==> config.mk <==
export PLATFORM = sky130hd
export DESIGN_NAME = detector_vel_4
export DESIGN_NICKNAME = d
export VERILOG_FILES = /design/src/rtl/motor_pkg.sv /design/src/rtl/sync_edge.sv /design/src/rtl/detector_vel_4.sv
export SDC_FILE = /design/constraint.sdc
export NUM_CORES = 1
export LEC_CHECK = 0
export BUFFER_PORTS_ARGS = -buffer_cell sky130_fd_sc_hd__buf_2
export CORE_ASPECT_RATIO = 1.4
export CORE_MARGIN = 2
export CORE_UTILIZATION = 30
export CTS_BUF_LIST = sky130_fd_sc_hd__clkbuf_4
export CTS_CLUSTER_DIAMETER = 50
export DETAILED_ROUTE_END_ITERATION = 10
export MAX_ROUTING_LAYER = met4
export PLACE_DENSITY = 0.51
export SKIP_CTS_REPAIR_TIMING = 1
export SYNTH_ARGS = -nofsm -noshare
export SYNTH_HDL_FRONTEND = slang
export SYNTH_SLANG_ARGS = --single-unit
==> constraint.sdc <==
create_clock -name clk -period 3.7 [get_ports clk]
set_clock_uncertainty 0.2 [all_clocks]
set_input_delay 0 -clock clk [delete_from_list [all_inputs] [get_ports clk]]
set_output_delay 0 -clock clk [all_outputs]
set_load 0.02 [all_outputs]
==> src/rtl/motor_pkg.sv <==
// motor_pkg: shared types, speed-interval helper and default clock frequency for motor control
package motor_pkg;
  localparam int F_DEFAULT = 50000000;
  typedef enum logic [1:0] {IDLE, ARM, CAND, LOCK} state_t;
  typedef logic [1:0] speed_t;
  function automatic int n_k(input int f, input int k);
    return (f >> k) + 1;
  endfunction
endpackage

==> src/rtl/sync_edge.sv <==
// sync_edge: 2-FF synchronizer plus delay flop giving a one-cycle pulse on either input edge
module sync_edge (
  input  logic clk,
  input  logic rst,
  input  logic d,
  output logic pulse
);
  logic s1, s2, s3;
  always_ff @(posedge clk or posedge rst)
    if (rst) {s1, s2, s3} <= '0;
    else     {s1, s2, s3} <= {d, s1, s2};
  assign pulse = s2 ^ s3;
endmodule

==> src/rtl/detector_vel_4.sv <==
// detector_vel_4: recovers the speed code from the vel half-period, with lock, error and stall status
module detector_vel_4
  import motor_pkg::*;
#(
  parameter int F   = F_DEFAULT,
  parameter int TOL = 1024
) (
  input  logic       clk,
  input  logic       rst,
  input  logic       vel_in,
  output logic [1:0] sel_out,
  output logic       valid,
  output logic       err,
  output logic       stall
);
  localparam int W    = $clog2(F + TOL + 3);
  localparam int TOUT = F + TOL + 2;
  logic         ep, hit, tout;
  logic [W-1:0] cnt;
  logic [3:0]   match;
  int           e;
  speed_t       code, cand;
  state_t       state;
  sync_edge u_sync (.clk(clk), .rst(rst), .d(vel_in), .pulse(ep));
  // e is the interval that would be measured if an edge arrived this cycle
  assign e = int'(cnt) + 1;
  for (genvar k = 0; k < 4; k++) begin : g_win
    assign match[k] = (e >= n_k(F, k) - TOL) && (e <= n_k(F, k) + TOL);
  end
  assign hit  = |match;
  assign code = match[3] ? 2'd3 : match[2] ? 2'd2 : match[1] ? 2'd1 : 2'd0;
  assign tout = (state != IDLE) && (e == TOUT);
  always_ff @(posedge clk or posedge rst) begin
    if (rst) begin
      state   <= IDLE;
      cand    <= '0;
      cnt     <= '0;
      sel_out <= '0;
      valid   <= 1'b0;
      err     <= 1'b0;
      stall   <= 1'b0;
    end else begin
      err <= 1'b0;
      cnt <= (state == IDLE || ep || tout) ? '0 : cnt + 1'b1;
      if (ep) begin
        case (state)
          IDLE: begin
            state <= ARM;
            stall <= 1'b0;
          end
          ARM:
            if (hit) begin
              state <= CAND;
              cand  <= code;
            end else err <= 1'b1;
          CAND:
            if (!hit) begin
              err   <= 1'b1;
              state <= ARM;
            end else if (code == cand) begin
              state   <= LOCK;
              sel_out <= code;
              valid   <= 1'b1;
            end else cand <= code;
          default:
            if (!hit) begin
              err   <= 1'b1;
              state <= ARM;
              valid <= 1'b0;
            end else if (code != cand) begin
              cand  <= code;
              state <= CAND;
              valid <= 1'b0;
            end
        endcase
      end else if (tout) begin
        state <= IDLE;
        valid <= 1'b0;
        stall <= 1'b1;
      end
    end
  end
endmodule

**Word level (Yosys, flattened, before mapping)**

Cells that the tools add are included.

- Bits in registers: 38
- Input port bits: 3
- Output and inout bits: 5
- Logic and storage cells: 85

- $add $sub $neg: 2
- $lt $le $gt $ge: 8
- Equal/unequal tests: 14
- Mux-type cells: 31
- Bitwise logic cells: 2
- Reduce and logical (&&, ||, !) cells: 18

Operators with widths:

| kind | count |
|---|---|
| 2-bit 2-to-1 mux | 14 |
| 26-bit by 1-bit adder with 27-bit output (second input constant) | 1 |
| 27-bit by 26-bit == test with 1-bit output (second input constant) | 1 |
| 27-bit by 23-bit >= comparator with 1-bit output (second input constant) | 1 |
| 27-bit by 24-bit >= comparator with 1-bit output (second input constant) | 1 |
| 27-bit by 25-bit >= comparator with 1-bit output (second input constant) | 1 |
| 27-bit by 26-bit >= comparator with 1-bit output (second input constant) | 1 |
| 27-bit by 23-bit less-or-equal comparator with 1-bit output (second input constant) | 1 |
| 27-bit by 24-bit less-or-equal comparator with 1-bit output (second input constant) | 1 |
| 27-bit by 25-bit less-or-equal comparator with 1-bit output (second input constant) | 1 |
| 27-bit by 26-bit less-or-equal comparator with 1-bit output (second input constant) | 1 |
| 26-bit by 1-bit adder with 26-bit output (second input constant) | 1 |
| 26-bit 2-to-1 mux | 1 |
| 1-bit 2-to-1 mux | 13 |
| 2-bit one-hot mux with 3 select lines | 2 |
| 5-bit AND reduction | 2 |
| 3-bit != test (second input constant) | 3 |
| 4-bit AND reduction | 2 |
| 6-bit by 2-bit != test with 1-bit output (second input constant) | 1 |
| 1-bit logical AND | 5 |
| 2-bit != test (second input constant) | 2 |
| 4-bit by 2-bit != test with 1-bit output (second input constant) | 1 |
| 4-bit != test (second input constant) | 1 |
| 2-bit nonzero test | 2 |
| other kinds (14) | 15 |

**Logic depth before layout (Yosys ltp)**

Gate-level depths: netlist (run 1).

- Word-level depth: 11
- Gate-level depth with buffers: 15
- Gate-level depth less buffers: 14

**Modules after synthesis**

A second synthesis (run 1) with hierarchy kept.

- Cell total of the unflattened synthesis: 460
- Area, all modules: 3580.9 µm²

Modules (own cells, without submodules):

| module | times used | cells each | area each (µm²) | seq. area each (µm²) |
|---|---|---|---|---|
| detector_vel_4 | 1 | 455 | 3493.4 | 875.8 |
| sync_edge | 1 | 5 | 87.6 | 75.1 |

**Worst setup path before layout (run 1)**

OpenSTA, ideal clock, no wires.

- Path kind: reg-to-reg
- From: register cnt[0]
- To: register sel_out[0]
- Setup time: 0.128 ns
- Data arrival time: 3.710 ns
- Required time: 3.372 ns
- Slack: -0.338 ns
- Cell stages (with the launch flop): 15
- Buffers on the path: 1
- Clock period less this slack: 4.038 ns
- Path through: dfrtp_1 -> ha_1 -> clkbuf_1 -> nand2_1 -> nor4_2 -> xor2_1 -> nor4_1 -> nand4b_1 -> a22o_1 -> or4_1 -> nor2_1 -> nor2_1 -> o31ai_1 -> nand3_1 -> mux2_1

- Longest elaborated chain between the ends: 8
- Elaborated cells between the ends (all ways): 19
- Those cells by class: add/sub: 1; order compare: 8; eq/ne: 1; mux: 3; reduce/logical: 6

RTL lines:

| item | RTL line | RTL |
|---|---|---|
| start: declaration | detector_vel_4.sv:19 | `logic [W-1:0] cnt;` |
| start signal: assignment | detector_vel_4.sv:44 | `cnt <= (state == IDLE \|\| ep \|\| tout) ? '0 : cnt + 1'b1;` |
| 26-bit by 1-bit adder with 27-bit output * | detector_vel_4.sv:26 | `assign e = int'(cnt) + 1;` |
| 27-bit by 25-bit >= comparator with 1-bit output / 27-bit by 25-bit less-or-equal comparator with 1-bit output (equally long branches) | detector_vel_4.sv:28 | `assign match[k] = (e >= n_k(F, k) - TOL) && (e <= n_k(F, k) + TOL);` |
| 1-bit logical AND | detector_vel_4.sv:28 |  |
| 1-bit 2-to-1 mux | detector_vel_4.sv:31 | `assign code = match[3] ? 2'd3 : match[2] ? 2'd2 : match[1] ? 2'd1 : 2'd0;` |
| 2-bit 2-to-1 mux (2 in a row) | detector_vel_4.sv:31 |  |
| 2-bit == test | detector_vel_4.sv:60 | `end else if (code == cand) begin` |
| 4-bit AND reduction (no line) | -- |  |
| end signal: assignment | detector_vel_4.sv:62 | `sel_out <= code;` |
| end: declaration | detector_vel_4.sv:11 | `output logic [1:0] sel_out,` |

Every way passes the cells marked *; elsewhere a longest branch is shown, timed or not.
A chain may end at the register's enable or synchronous reset.

**Worst setup path in the final report (run 1)**

- From: register cnt[3]
- To: register state[1]

- Longest elaborated chain between the ends: 9
- Elaborated cells between the ends (all ways): 30
- Those cells by class: add/sub: 1; order compare: 8; eq/ne: 6; mux: 7; reduce/logical: 8

RTL lines:

| item | RTL line | RTL |
|---|---|---|
| 26-bit by 1-bit adder with 27-bit output * | detector_vel_4.sv:26 |  |
| 27-bit by 25-bit >= comparator with 1-bit output / 27-bit by 25-bit less-or-equal comparator with 1-bit output (equally long branches) | detector_vel_4.sv:28 |  |
| 1-bit logical AND | detector_vel_4.sv:28 |  |
| 1-bit 2-to-1 mux | detector_vel_4.sv:31 |  |
| 2-bit 2-to-1 mux (2 in a row) | detector_vel_4.sv:31 |  |
| 2-bit != test / 2-bit == test (equally long branches) | detector_vel_4.sv:70, detector_vel_4.sv:60 |  |
| 6-bit by 2-bit != test with 1-bit output (no line) / 4-bit != test (equally long branches) | -- |  |
| 4-bit AND reduction (no line) | -- |  |
| end signal: assignment | detector_vel_4.sv:35 | `state <= IDLE;` |
| end signal: assignment | detector_vel_4.sv:68 | `state <= ARM;` |
| end signal: assignment | detector_vel_4.sv:72 | `state <= CAND;` |
| end: declaration | detector_vel_4.sv:23 | `state_t state;` |

Marks and branches as above.

==> results of run 1 <==
==> routing by layer <==
metal / part of all wire (%) / GRT usage [%] / up-vias
li1: - / - / 1856
met1: 39 / 21.9 / 1891
met2: 53 / 37.0 / 79
met3: 2.8 / 2.93 / 36
met4: 4.8 / 15.0 / 0
met5: 0 / - / -
==> sequential cells by signal, indices dropped and copies added (netlist names) <==
register   cells
u_sync.s1      1
u_sync.s2      1
stall          1
valid          1
cand           2
u_sync.s3      1
cnt           26
state          2
sel_out        2
err            1
==> worst min-delay path by stage <==
stage	startpoint	to	slack (ps)	depth (start not counted)
after floorplan	vel_in	u_sync.s1$_DFF_PP0_	-170	0
after global placement	vel_in	u_sync.s1$_DFF_PP0_	-90	1
after detailed placement	vel_in	u_sync.s1$_DFF_PP0_	-90	1
after CTS	vel_in	u_sync.s1$_DFF_PP0_	-480	1
after global routing	vel_in	u_sync.s1$_DFF_PP0_	50	2
final	vel_in	u_sync.s1$_DFF_PP0_	80	2
==> power by group <==
part | switching [mW] | internal (mW)
Clock | 0.149 | 0.208
Sequential | 0.0316 | 0.446
Combinational | 0.259 | 0.213
==> critical path, stage by stage (launching register included) <==
cell	delay [ps]
sky130_fd_sc_hd__dfrtp_1	430
sky130_fd_sc_hd__and4_4	280
sky130_fd_sc_hd__buf_4	110
sky130_fd_sc_hd__nand4_1	110
sky130_fd_sc_hd__buf_6	160
sky130_fd_sc_hd__o31a_1	270
sky130_fd_sc_hd__a211o_1	300
sky130_fd_sc_hd__or4b_4	500
sky130_fd_sc_hd__or2_0	220
sky130_fd_sc_hd__a221o_1	320
sky130_fd_sc_hd__buf_4	150
sky130_fd_sc_hd__o21ai_1	230
sky130_fd_sc_hd__o31ai_2	130
sky130_fd_sc_hd__a211o_1	340
sky130_fd_sc_hd__o31ai_2	180
==> cells by family (layout without fill, tap and decap cells) <==
| logic type | count (synthesis) | in the layout |
|---|---|---|
| AOI/OAI and AO/OA | 104 | 104 |
| xor gates and xnor gates | 29 | 29 |
| adders and majority gates | 7 | 7 |
| buffers and inverters | 31 | 188 |
| DFF | 38 | 38 |
| muxes | 5 | 5 |
| other | 0 | 1 |
| and+or+nand+nor | 195 | 195 |
==> layout make-up <==
class	count	area, um^2
diodes	1	2.50
clock buffers	5	37.5
clock inverters	3	63.8
fillers	1068	5720
inverters	12	45.0
multi-input cells	340	2530
flip-flops and latches	38	953
well taps	141	176
repair buffers	168	1280
==> placed cells by master, fill, tap and decap left out, types with 9 or more instances in the layout <==
cell / n
sky130_fd_sc_hd__a21oi_1: 9
sky130_fd_sc_hd__nand2_1: 28
sky130_fd_sc_hd__xnor2_1: 20
sky130_fd_sc_hd__buf_4: 154
sky130_fd_sc_hd__nor2_1: 45
sky130_fd_sc_hd__nor3_1: 9
sky130_fd_sc_hd__nand3_1: 17
sky130_fd_sc_hd__dfrtp_1: 36
sky130_fd_sc_hd__inv_1: 12
sky130_fd_sc_hd__o21ai_0: 18
sky130_fd_sc_hd__nand4_1: 15
==> through the flow <==
stage / total power [mW] / setup TNS, ps / std cells
after floorplan: 0.714 / -290 / 409
after CTS: 1.28 / -2070 / 688
after global routing: 1.39 / -2480 / 708
final: 1.31 / -1330 / 708
after detailed placement: 0.910 / -2000 / 680
after global placement: 0.903 / -1720 / 680
==> run summary, run 1 <==
Summed over all instances, the cell type with the most area after synthesis is sky130_fd_sc_hd__dfrtp_1. In the post-synthesis netlist, the biggest area contributors are sky130_fd_sc_hd__dfrtp_1 (29%), sky130_fd_sc_hd__xnor2_1 (5.3%), sky130_fd_sc_hd__nor2_1 (5.2%). Sequential elements use 28.7% of the synthesized area. The placement row count came out at 45. The DRC violation total after the first TritonRoute iteration is around 210. Tracing the worst setup path back leads to its startpoint at cnt[3]$_DFF_PP0_. Summing all placed instances gives a cell area of ~4600 um^2. The synthesized-area fraction occupied by and/or/nand/nor cells came out at approximately 33%. After synthesis, the largest family of logic cells by area is simple AND/OR/NAND/NOR gates. In the synthesized netlist, mux cells make up under 10% of the area. The first detailed-routing pass took 4 iterations. The share of the clock period used by the worst path after layout came out at 108%. In the synthesized netlist the dominant register cell turns out to be sky130_fd_sc_hd__dfrtp_1. The number of endpoints failing setup at the final stage is 6. The net total in the final layout is roughly 580. The minimum clock period is approximately 4000 ps. The via count came out at between 3000 and 4000. The H-tree was split into 2 levels. The transition time at the pin with the least slew margin came out at ~720 ps. The critical path ends at state[1]$_DFFE_PP0P_. In this run the static leakage power is around 2.2 nW.

The worst slack at placement came out at -362 ps. The worst register-to-register path begins at cnt[3]$_DFF_PP0_. The number of distinct standard cells referenced by the synthesized netlist is 70. Dividing the detail-routed via count by the number of cells gives roughly 5.5.

The number of antenna violations at the first check in global routing came out at 1. The final routed DRC violation total is 0. The startpoint type of the worst setup path is a flop. The maximum buffer depth of the clock tree came out at 2. In this run the worst hold path is classified as input pin to flop.

Across all hold checks on the routed design, the worst slack comes to about 80 ps. The checks that failed: setup timing. The total of buffers placed on input and output ports is 7.

The number of pins with negative max-slew slack in the final report came out at 0. By startpoint and endpoint, the worst setup path is classified as flop to flop. Of the cells placed in the final design, the portion with a size suffix greater than 1 is 42.0%.

The relative max-transition margin came out at 51.8%. The type of element capturing the critical path is a flop. The xor and xnor fraction of the mapped netlist area came out at 7.65%. The area growth from synthesis to layout is 53.4%.

The initial standard-cell utilization of the core is 30.7%. By count the netlist is led by sky130_fd_sc_hd__nor2_1 (46), sky130_fd_sc_hd__dfrtp_1 (38), sky130_fd_sc_hd__nand2_1 (30). From bottom edge to top edge, the die measures approximately 130 um.

The post-synthesis sequential element count is 38. 8 I/O pins were placed. The number of global-route vias before repair is just over 4000. CTS placed an instance of sky130_fd_sc_hd__clkbuf_4 at the clock tree root. The final count of hold timing violations is 0. The total routing usage reported by global routing is about a fifth. The aggregate global routing overflow is 0. The worst setup margin is -296 ps.

The power density over the cells is between 200 and 300 nW/um^2. The run finished, with violations left. The synthesized area divided by synthesized cell count came out at 8.11 um^2.

sky130_fd_sc_hd__nor2_1 is the most common cell in the netlist. Wires add up to 12400 um. The tree built by TritonCTS fans out to 38 sinks. The clock latency on the worst-skew pair is ~360 ps. The final weighted congestion in routability-driven placement is 0.969. Summing the areas of all compound-gate instances in the mapped netlist gives 22.4% of the synthesized area. The horizontal die dimension came out at approximately 93 um. The post-route cell area came out at about 5100 um^2.

The number of synthesized flops with an enable pin came out at 0. The post-synthesis instance total is slightly above 400. The number of cells on the worst reg-to-reg path is 14.

The mean routed wirelength per cell is between 15 and 20 um. Of all flip-flops after synthesis, the portion carrying an async set or reset was 100%. Entering global routing, the biggest net connects 39 pins.

The floorplan step defined a die boundary enclosing 11900 um^2. The highest achievable clock rate is ~250 MHz. STA puts the critical path data required time at 3780 ps.

The register-to-register setup slack is -300 ps. Buffers inserted during clock tree synthesis total 5. The count of nets left with antenna violations once routing finished came out at 0. During synthesis, Yosys emitted a total of 0 warnings. The number of violations of the max-capacitance limit came out at 0. The synthesized-area fraction occupied by adder cells came out at under 10%. The worst-case IR drop observed on VDD is between 0.2 and 0.3 mV. TritonCTS built the clock tree. Setup repair after global routing could not meet its margin everywhere. Of the post-synthesis cell area, the dominant cell type holds between 20% and 30%. The worst register-to-register path ends at state[1]$_DFFE_PP0P_. The wire length of the first global-routing pass is around 19000 um.

Detailed placement ended at an HPWL of 9440 um. The number of nets in the synthesized netlist is roughly 420. The critical-path maximum fanout came out at 5. The area of the placeable core came out at between 10000 and 15000 um^2. The final standard cell utilization of the core is between 40% and 50%. The cell area after synthesis is approximately 3300 um^2.

The endpoint arrival time on the critical path came out at ~4100 ps. Clock-pin slew was measured on the worst setup and hold paths at around 110 ps.
No activity file was read; power rests on OpenSTA's default activity.
==> run 2, diff against run 1 <==
Settings changed: RECOVER_POWER set to 25.
==> run summary, run 2 (synthesized netlist as in run 1, its figures left out) <==
Leaving out fill and tap cells, the most frequent cell in the layout is sky130_fd_sc_hd__buf_4. The number of flip-flops in the largest register is 26. The number of global-route vias before repair is around 4100.

The worst register-to-register path has a setup slack of -300 ps. The data required time at the worst endpoint came out at 3780 ps. The total die area came out at approximately 12000 um^2. Hold is met by between 70 and 80 ps.

The number of pins with negative max-slew slack in the final report is 39. The via count is just under 4000. By startpoint and endpoint, the worst setup path is classified as flop to flop. The via-per-instance ratio is 5.46. For the worst flop-to-flop path, the logic depth is 14.

After detailed placement, the total cell area comes to ~4600 um^2. Summed over all layers, the global routing overflow is 0. The worst slack at placement came out at -362 ps. cnt holds more flip-flops than any other register. Of the cells placed in the final design, the portion with a size suffix greater than 1 is approximately two fifths. At the pin with the least slew margin, the transition time is between 2000 and 2500 ps. Summed over all cells, the static leakage comes to roughly 2.2 nW.

The path class of the tightest hold or removal check is input pin to flop. In this run the number of cells on the critical path is 14. Once detail routing completed, the nets flagged for antenna violations numbered 0. Setup repair after global routing could not meet its margin everywhere. Traced cell by cell, the critical path runs through and4_4, buf_4, nand4_1, buf_6, o31a_1, a211o_1, or4b_4, or2_0, a221o_1, buf_4, o21ai_1, o31ai_2, a211o_1, o31ai_2. The critical path's largest stage delay is about 500 ps. At the worst endpoint, the arrival time is 4080 ps. The largest net degree at the start of global routing is 39. The layout-stage area growth over the synthesis result is 53.3%. The worst IR drop on VDD came out at between 0.2 and 0.3 mV.

The highest achievable clock rate came out at about 250 MHz. The I/O pin total is 8. The worst setup path is captured at a flop. In this run, the number of DRC markers left after iteration 0 of detailed routing was between 200 and 250. The final reports fail on capacitance limit, slew limit, setup timing.

The final HPWL from detailed placement came out at 9440 um. For this design, the sink count on the clock tree is 38. The total of buffers placed on input and output ports is 7. The share of the clock period used by the worst path after layout is 108%. The relative max-transition margin is -46.3%. Clock-pin slew was measured on the worst setup and hold paths at 110 ps.

Counting both buffers and inverters, the worst setup path holds a total of 3. The routed design could run at a clock period as short as 4000 ps. The first-pass detailed-route iteration total came out at 4. Setup violations remaining at the end of the flow were counted as 6. After routing the design area is approximately 5000 um^2. The critical-path maximum fanout is 5.

Following the worst setup path forward leads to its endpoint at state[1]$_DFFE_PP0P_. The horizontal die dimension came out at around 93 um. For this design, the slowest cell found on the critical path is sky130_fd_sc_hd__or4b_4. The flow ran to the end, but the final reports show violations. The wire length of the first global-routing pass is roughly 19000 um.

The placement row count is between 40 and 50. In the global route stage, overall resource usage came out at 21.3%. The number of buffers added by the clock tree synthesis step came out at 5. The TritonCTS clock tree is yes. STA classifies the critical path startpoint as a flop. The count of filler cells inserted in the layout is roughly 1100.

The power density over the cells came out at approximately 260 nW/um^2. The master cell of the clock root buffer is sky130_fd_sc_hd__clkbuf_4. In this run the critical register-to-register path is captured at state[1]$_DFFE_PP0P_. The mean routed wirelength per cell is around 17 um.

The number of antenna violations at the first check in global routing was 1. The reg-to-reg critical path startpoint is cnt[3]$_DFF_PP0_. The tool flagged a number of max-cap violations equal to 1.

In this run the standard cell core region covers ~11000 um^2. In the layout the commonest cells are sky130_fd_sc_hd__buf_4 (153), sky130_fd_sc_hd__nor2_1 (45), sky130_fd_sc_hd__dfrtp_1 (36). The worst setup margin came out at -296 ps. The total design power came out at 1.31 mW. The total wire length came out at between 10000 and 15000 um.

Broken down by cell family, the worst path's largest delay share belongs to compound AO/OA/AOI/OAI gates. The final count of hold timing violations came out at 0. In the routed design, unresolved DRC markers number 0. The final weighted congestion in routability-driven placement came out at slightly below 1. For the worst-skew pair, the clock arrives at the later sink with an insertion delay of between 300 and 400 ps. The critical path starts at cnt[3]$_DFF_PP0_. In this run the vertical extent of the chip is 128 um. The number of H-tree levels came out at 2. The maximum buffer depth of the clock tree came out at 2. Once the floorplan was initialized, standard cells occupied a little under a third of the core. The net total in the final layout is 575.
==> run 2: worst min path at each step <==
stage,startpoint,to,slack (ps),cells past startpoint
detailed placement,vel_in,u_sync.s1$_DFF_PP0_,-90,1
CTS,vel_in,u_sync.s1$_DFF_PP0_,-480,1
global placement,vel_in,u_sync.s1$_DFF_PP0_,-90,1
finish,vel_in,u_sync.s1$_DFF_PP0_,80,2
global route,vel_in,u_sync.s1$_DFF_PP0_,50,2
floorplan,vel_in,u_sync.s1$_DFF_PP0_,-170,0
==> run 2: layer usage <==
metal  routed length [um]  part of all wire [%]  global-route usage (%)
met5                    0                     0                       -
met4                  631                   5.1                    15.0
met3                  350                   2.8                    2.93
met2                 6570                    53                    37.0
met1                 4800                    39                    21.9
==> run 2: worst reg2reg max path, cell delays in order (launching register included) <==
cell                      delay [ps]
sky130_fd_sc_hd__dfrtp_1         430
sky130_fd_sc_hd__and4_4          280
sky130_fd_sc_hd__buf_4           110
sky130_fd_sc_hd__nand4_1         110
sky130_fd_sc_hd__buf_6           160
sky130_fd_sc_hd__o31a_1          270
sky130_fd_sc_hd__a211o_1         300
sky130_fd_sc_hd__or4b_4          500
sky130_fd_sc_hd__or2_0           220
sky130_fd_sc_hd__a221o_1         320
sky130_fd_sc_hd__buf_4           150
sky130_fd_sc_hd__o21ai_1         230
sky130_fd_sc_hd__o31ai_2         130
sky130_fd_sc_hd__a211o_1         340
sky130_fd_sc_hd__o31ai_2         180
==> run 2: per-stage QoR <==
stage	TNS (ps)	util, %	cells
floorplan	-290	-	409
global placement	-1720	42.1	680
detailed placement	-2000	42.1	680
CTS	-2070	43.1	688
global route	-2480	47.0	708
finish	-1300	47.0	708
==> run 2: power by group <==
part / internal, mW / switching, mW
Clock: 0.208 / 0.149
Combinational: 0.213 / 0.259
Sequential: 0.446 / 0.0318
Total: 0.867 / 0.440
==> run 2: area by class of cell <==
type                       instances  area [um^2]  share of cell area (%)
multi-input combinational        340         2530                    49.8
timing repair buffer             168         1270                    25.0
sequential                        38          953                    18.7
tap                              141          176                    3.47
clock inverter                     3         63.8                    1.25
inverter                          12         45.0                   0.886
clock buffer                       5         37.5                   0.738
antenna                            1         2.50                  0.0492
